`src/rtl/health_pkg.sv`:
```
// Shared types and helpers for the health bar: FSM state encoding and counter sizing.
package health_pkg;

  typedef enum logic [1:0] {
    ALIVE = 2'd0,
    HIT   = 2'd1,
    DEAD  = 2'd2
  } health_state_t;

  // Bits needed to hold a count in 0..n inclusive.
  function automatic int unsigned count_width(input int unsigned n);
    return $clog2(n + 1);
  endfunction

endpackage

```
`src/rtl/health_bar_box.sv`:
```
// Pixel hit test for a single square health box anchored at (pos_x_i, pos_y_i).
module health_bar_box #(
  parameter int unsigned BOX_SIZE = 16
) (
  input  logic [9:0] draw_x_i,
  input  logic [9:0] draw_y_i,
  input  logic [9:0] pos_x_i,
  input  logic [9:0] pos_y_i,
  output logic       hit_c_o
);

  logic [9:0] dx;
  logic [9:0] dy;

  // Modular offsets keep the test correct when a box straddles the 1024 wrap.
  assign dx      = draw_x_i - pos_x_i;
  assign dy      = draw_y_i - pos_y_i;
  assign hit_c_o = (dx < 10'(BOX_SIZE)) && (dy < 10'(BOX_SIZE));

endmodule

```
`src/rtl/health_bar.sv`:
```
// N-box health bar: health count FSM with post-hit blink/invulnerability and
// per-box pixel gating for the colour mapper.
module health_bar
  import health_pkg::*;
#(
  parameter int unsigned NUM_BOXES    = 5,
  parameter int unsigned BOX_SIZE     = 16,
  parameter int unsigned OFFSET       = 4,
  parameter int unsigned BLINK_FRAMES = 32,
  parameter int unsigned BLINK_HALF   = 4,
  localparam int unsigned CW          = count_width(NUM_BOXES)
) (
  input  logic                 Clk,
  input  logic                 Reset_n,
  input  logic                 frame_clk,
  input  logic [9:0]           DrawX,
  input  logic [9:0]           DrawY,
  input  logic [9:0]           Health_Pos_X,
  input  logic [9:0]           Health_Pos_Y,
  input  logic                 damage,
  input  logic                 heal,
  input  logic                 restore,
  output logic [NUM_BOXES-1:0] is_health,
  output logic [CW-1:0]        health_count,
  output logic                 invuln,
  output logic                 is_dead
);

  localparam int unsigned FW    = $clog2(BLINK_FRAMES);
  localparam int unsigned PITCH = BOX_SIZE + OFFSET;

  health_state_t state_q, state_d;
  logic [CW-1:0] count_q, count_d;
  logic [CW-1:0] blink_idx_q, blink_idx_d;
  logic [FW-1:0] frame_cnt_q, frame_cnt_d;
  logic          blink_phase_q, blink_phase_d;
  logic          frame_q;

  logic frame_tick_c;
  logic half_end_c;
  logic last_frame_c;
  logic blink_on_c;

  assign frame_tick_c = frame_clk & ~frame_q;
  assign half_end_c   = (32'(frame_cnt_q) % BLINK_HALF) == (BLINK_HALF - 1);
  assign last_frame_c = frame_cnt_q == FW'(BLINK_FRAMES - 1);
  assign blink_on_c   = (state_q == HIT) & blink_phase_q;

  // Next-state logic; restore overrides everything, damage beats heal.
  always_comb begin
    state_d       = state_q;
    count_d       = count_q;
    blink_idx_d   = blink_idx_q;
    frame_cnt_d   = frame_cnt_q;
    blink_phase_d = blink_phase_q;

    if (restore) begin
      state_d       = ALIVE;
      count_d       = CW'(NUM_BOXES);
      blink_idx_d   = '0;
      frame_cnt_d   = '0;
      blink_phase_d = 1'b0;
    end else begin
      case (state_q)
        ALIVE: begin
          if (damage) begin
            count_d       = count_q - CW'(1);
            blink_idx_d   = count_q - CW'(1);
            frame_cnt_d   = '0;
            blink_phase_d = 1'b1;
            state_d       = HIT;
          end else if (heal && (count_q < CW'(NUM_BOXES))) begin
            count_d = count_q + CW'(1);
          end
        end
        HIT: begin
          if (frame_tick_c) begin
            frame_cnt_d = frame_cnt_q + FW'(1);
            if (half_end_c) begin
              blink_phase_d = ~blink_phase_q;
            end
            if (last_frame_c) begin
              frame_cnt_d   = '0;
              blink_phase_d = 1'b0;
              state_d       = (count_q == '0) ? DEAD : ALIVE;
            end
          end
        end
        DEAD: begin
          state_d = DEAD;
        end
        default: begin
          state_d = ALIVE;
        end
      endcase
    end
  end

  always_ff @(posedge Clk or negedge Reset_n) begin
    if (!Reset_n) begin
      state_q       <= ALIVE;
      count_q       <= CW'(NUM_BOXES);
      blink_idx_q   <= '0;
      frame_cnt_q   <= '0;
      blink_phase_q <= 1'b0;
      frame_q       <= 1'b0;
    end else begin
      state_q       <= state_d;
      count_q       <= count_d;
      blink_idx_q   <= blink_idx_d;
      frame_cnt_q   <= frame_cnt_d;
      blink_phase_q <= blink_phase_d;
      frame_q       <= frame_clk;
    end
  end

  assign health_count = count_q;
  assign invuln       = (state_q == HIT);
  assign is_dead      = (state_q == DEAD);

  // A box is lit while it is still owned, or while it is the blinking lost box.
  for (genvar i = 0; i < NUM_BOXES; i++) begin : g_box
    logic [9:0] pos_x;
    logic       hit;

    assign pos_x = Health_Pos_X + 10'(i * PITCH);

    health_bar_box #(
      .BOX_SIZE(BOX_SIZE)
    ) u_box (
      .draw_x_i(DrawX),
      .draw_y_i(DrawY),
      .pos_x_i (pos_x),
      .pos_y_i (Health_Pos_Y),
      .hit_c_o (hit)
    );

    assign is_health[i] = hit & ((CW'(i) < count_q) |
                                 (blink_on_c & (blink_idx_q == CW'(i))));
  end

endmodule

```
`config.mk`:
```
export PLATFORM = sky130hd
export DESIGN_NAME = health_bar
export DESIGN_NICKNAME = d
export VERILOG_FILES = /design/src/rtl/health_pkg.sv /design/src/rtl/health_bar_box.sv /design/src/rtl/health_bar.sv
export SDC_FILE = /design/constraint.sdc
export NUM_CORES = 1
export LEC_CHECK = 0
export ABC_AREA = 1
export CORE_MARGIN = 8
export CORE_UTILIZATION = 60
export CTS_CLUSTER_SIZE = 8
export DETAILED_ROUTE_END_ITERATION = 7
export PLACE_DENSITY_LB_ADDON = 0.15
export SYNTH_ARGS = -nofsm -noshare
export SYNTH_HDL_FRONTEND = slang
export SYNTH_SLANG_ARGS = --single-unit
```
`constraint.sdc`:
```
create_clock -name Clk -period 7.8 [get_ports Clk]
set_input_delay 1.56 -clock Clk [delete_from_list [all_inputs] [get_ports Clk]]
set_output_delay 1.56 -clock Clk [all_outputs]
set_load 0.02 [all_outputs]
```
# Word level (Yosys, flattened, before mapping)
# Cells that the tools add are included.
# word_totals
register_bits	15
output_inout_bits	10
input_bits	46
# op_classes
addsub	13
bitwise	19
n_reduce_logical	18
eq_ne	12
n_mux	24
n_lt_le_gt_ge	12
# ops
op	count
10-bit by 5-bit < comparator with 1-bit output (second input constant)	6
10-bit subtractor	6
3-bit two-way mux	7
10-bit by 6-bit adder with 10-bit output (second input constant)	2
5-bit two-way mux	4
1-bit bitwise AND	12
10-bit by 5-bit adder with 10-bit output (second input constant)	1
10-bit by 7-bit adder with 10-bit output (second input constant)	1
2-bit two-way mux	5
5-bit one-hot mux with 2 select lines	1
3-bit by 2-bit == test with 1-bit output (second input constant)	2
1-bit logical AND	6
3-bit zero test	2
1-bit by 3-bit < comparator with 1-bit output (first input constant)	2
2-bit by 3-bit < comparator with 1-bit output (first input constant)	2
3-bit by 2-bit != test with 1-bit output (second input constant)	2
2-bit one-hot mux with 3 select lines	1
3-bit AND reduction	2
3-bit nonzero test	2
5-bit by 1-bit adder with 5-bit output (second input constant)	1
5-bit == test (second input constant)	1
1-bit two-way mux	5
1-bit OR	5
2-bit == test (second input constant)	2
other kinds (15)	18

# Longest topological paths before layout
# logic_depth
word_depth	6
depth_mapped	17

# By module
# From an unflattened synthesis, not the netlist that was laid out.
# unflattened
hier_cells	1185
hier_area_um2	6497.5
# by_module_without_submodules
mod	area_each_um2	seq_area_each_um2	cells_per_inst	instances
health_bar_box at g_box[0].u_box ...	1004.7	0.0	196	4
health_bar	1463.9	377.9	204	1
health_bar_box at g_box[1].u_box	1014.7	0.0	197	1

# Worst setup path before layout
# OpenSTA, ideal clock, no wires.
# synth_path
path_kind	input to output
from	input DrawX[4]
to	output is_health[1]
setup_slack_ps	2887
required_ps	6240
t_arrival_ps	3353
path_buffers	1
stages	17
cell_sequence	inv_1 > ha_1 > buf_6 > inv_4 > ha_1 > inv_1 > nand2_1 > nand2_1 > inv_1 > nor2_1 > nor2_1 > nand2_1 > nand2_1 > nand2_1 > nor2_1 > nand3_1 > nor2_1
# synth_via
elab_chain_cells	4
# synth_lines
item	line_no	source
start: declaration	health_bar.sv:16	input logic [9:0] DrawX,
10-bit subtractor	health_bar_box.sv:16	assign dx = draw_x_i - pos_x_i;
10-bit by 5-bit < comparator with 1-bit output	health_bar_box.sv:18	assign hit_c_o = (dx < 10'(BOX_SIZE)) && (dy < 10'(BOX_SIZE));
1-bit logical AND	health_bar_box.sv:18	
1-bit bitwise AND	health_bar.sv:138	assign is_health[i] = hit & ((CW'(i) < count_q) |
end: declaration	health_bar.sv:23	output logic [NUM_BOXES-1:0] is_health,
# Every way passes these cells.

# Worst setup path in the final report
# Ends and elaborated chain as after synthesis.

==> flow_summary.ini <==
[synth]
synth-edff-count = 0
synthTopCellsByArea = nand2_1 (22%), ha_1 (17%), inv_1 (13%)
synth.avg_cell_area_um2 = 5.59
yosys_warnings = 0
ys_seq_elements = 15
synth_xor_area_frac = 0.0203
yosys.area_share.simple = 0.435
synthesis.nets = 717
synth_compound_area_frac = 0.0911
yosysSeqAreaShare = 0.109
synth_common_cells = nand2_1 (202), inv_1 (123), nand3_1 (68)
synth_top_area_share = 0.219
synth_area_um2 = 3460
synth-async-reset-ratio = 1.00
synth_largest_area_cell = nand2_1
syn_inst = 619
synth.distinct_cells = 34
synth_most_common_cell = nand2_1
synth_fa_ha_area_frac = 0.199
synth_mux_area_frac = 0.00289
synthFlopType = dfrtp_1
synth_top_family_by_area = simple AND/OR/NAND/NOR gates

[power]
ir_drop_mv = 0.203
leakagePower_nw = 2.39
power_density_nw_per_um2 = 146
power_uw = 600

[die]
core_area_um2 = 5540
die_area_um2 = 8450
die_y_um = 91.9
num_rows = 27
die_w_um = 91.9
ios = 56
start_util = 0.624

[setup_path]
slowest_stage = clkdlybuf4s50_1
reg2reg_depth = 6
cp-start-kind = input pin
crit_family = buffers and inverters
cp_common_cell = nand2_1
startpoint = DrawX[4]
critPathCaptureType = output pin
critPathKind = input pin to output pin
worstPathRequired_ns = 6.24
crit-reg2reg-launch = health_count[0]
critPathBufInv = 6
cp_max_fo = 8
path_depth = 18
cpPeakStageDelay_ns = 0.61
path_cells = clkdlybuf4s50_1, inv_1, ha_1, inv_4, ha_1, inv_1, nand2_1, nand2_1, inv_1, nor2_1, nor2_1, nand2_1, nand2_1, nand2_1, nor2_1, nand3_1, nor2_1, clkdlybuf4s50_1
cp.arrival_ns = 4.63

[finish]
design_area_um2 = 4120
fin_util = 0.744
stdcell_count = 747
diodes = 0
fillers = 485
area_growth_pct = 19.2
layout.nets = 774
drive_gt1_frac = 0.0207

[placement]
dp_hpwl_um = 8060
port_buffers = 55
place.gp.congestion = 1.00
dp.cells = 743
placed_area_um2 = 4080
dp_slack_ns = 1.64

[routing]
vias_per_cell = 5.43
first_iter_violations = 274
ant_nets = 0
routed-via-count = 4055
drc = 0
drt_wl_total_um = 9540
wire_per_inst_um = 12.8
firstDrtPassIters = 8

[sta]
period_needed_ns = 6.19
fmax_mhz = 162
setup_ws_ns = 1.61
tightestPinTransition_ns = 0.709
relSlewSlack = 0.526
period_share = 0.794
skew_ns = 0.00547
finalSetupViolations = 0
rsz0062_at_grt = no
hold_viol_final = 0
report.final.slew_viol_count = 0
fin_setup_tns_ns = 0
hold_slack_ns = 0.493

[global_route]
grt_overflow = 0
grt_pass1_wl_um = 16800
antenna_found_initial = 0
grt_max_degree = 16
grt_pass1_vias = 3780
grtUsageTotal = 0.231

[cts]
clock_latency_ns = 0.25
post_cts_resized = 0
htree_levels = 1
clock_tree.root_cell = clkbuf_8
postCtsSetupBuffers = 0
numCtsBuffers = 3
clk_path_buf_depth = 2
postCtsHoldBufs = 0
cts_tree = built
clk_pin_slew_ns = 0.06
cts.sinks = 15

[worst_hold_path]
hold_depth = 2
min_from = frame_cnt_q[4]
hold_class = register to register

[status]
status = complete, no violations

[run]
max-cap-violations = 0
==> metal layers <==
metal,up-vias,global-route usage,wire length [µm],part of all wire
met5,-,0,0,0
met4,0,0.0470,140,0.015
met3,16,0.0375,745,0.078
met2,165,0.387,4400,0.46
met1,1822,0.304,4260,0.45
li1,2052,-,-,-
==> report_power, final <==
group          internal (mW)  leakage [nW]  switching (mW)  total (mW)
logic                  0.161          2.17           0.254       0.415
clock network         0.0362        0.0228          0.0272      0.0634
registers             0.0998         0.194          0.0222       0.122
total                  0.297          2.39           0.304       0.600
==> final cells by class <==
cell class	count	area, µm²	area share
clock buffers	4	45.0	0.0109
inverters	125	472	0.114
multi-input cells	476	2590	0.628
flip-flops and latches	15	378	0.0916
well taps	72	90.1	0.0218
repair buffers	55	551	0.133
==> worst reg2reg max path: cells and delay by family, from the launching register on <==
kind | cells | cell delay [ns]
DFF | 1 | 0.61
xor gates and xnor gates | 1 | 0.22
buffers and inverters | 1 | 0.12
AOI/OAI and AO/OA | 2 | 0.25
muxes | 1 | 0.10
adders and majority gates | 1 | 0.23
==> flip-flops by register name, indices dropped and copies added (netlist names) <==
signal / flops
frame_cnt_q: 5
blink_idx_q: 3
frame_q: 1
state_q: 2
health_count: 3
blink_phase_q: 1
==> cells by family after synthesis <==
family,Yosys count
and+or+nand+nor,358
buffers and inverters,128
adders and majority gates,52
muxes,1
DFF,15
AOI/OAI and AO/OA,57
xor gates and xnor gates,8
==> placed cells by master (no fill, tap or decap), types with 2 or more instances in the layout <==
cell / instances
inv_1: 123
o22ai_1: 4
xnor2_1: 4
nand2_2: 3
nor2_2: 2
clkbuf_8: 3
nor2_1: 59
a21oi_1: 28
nand2_1: 202
o21bai_1: 4
nand4_1: 8
nand3b_1: 3
dfrtp_1: 13
nor3_1: 9
fa_1: 5
xor2_1: 4
ha_1: 47
o21ai_0: 15
dfstp_2: 2
clkdlybuf4s50_1: 55
nor2_4: 2
nand3_1: 68
==> worst paths after layout <==
kind	to	slack, ns
min in group asynchronous	health_count[1]	1.74
max in group asynchronous	frame_cnt_q[3]	5.61
worst max-delay path	is_health[1]	1.61
worst max register to register	health_count[2]	6.19
worst min-delay path	frame_cnt_q[4]	0.49
worst min register to register	frame_cnt_q[4]	0.49
Note: power is estimated with default switching activity, not from simulation.
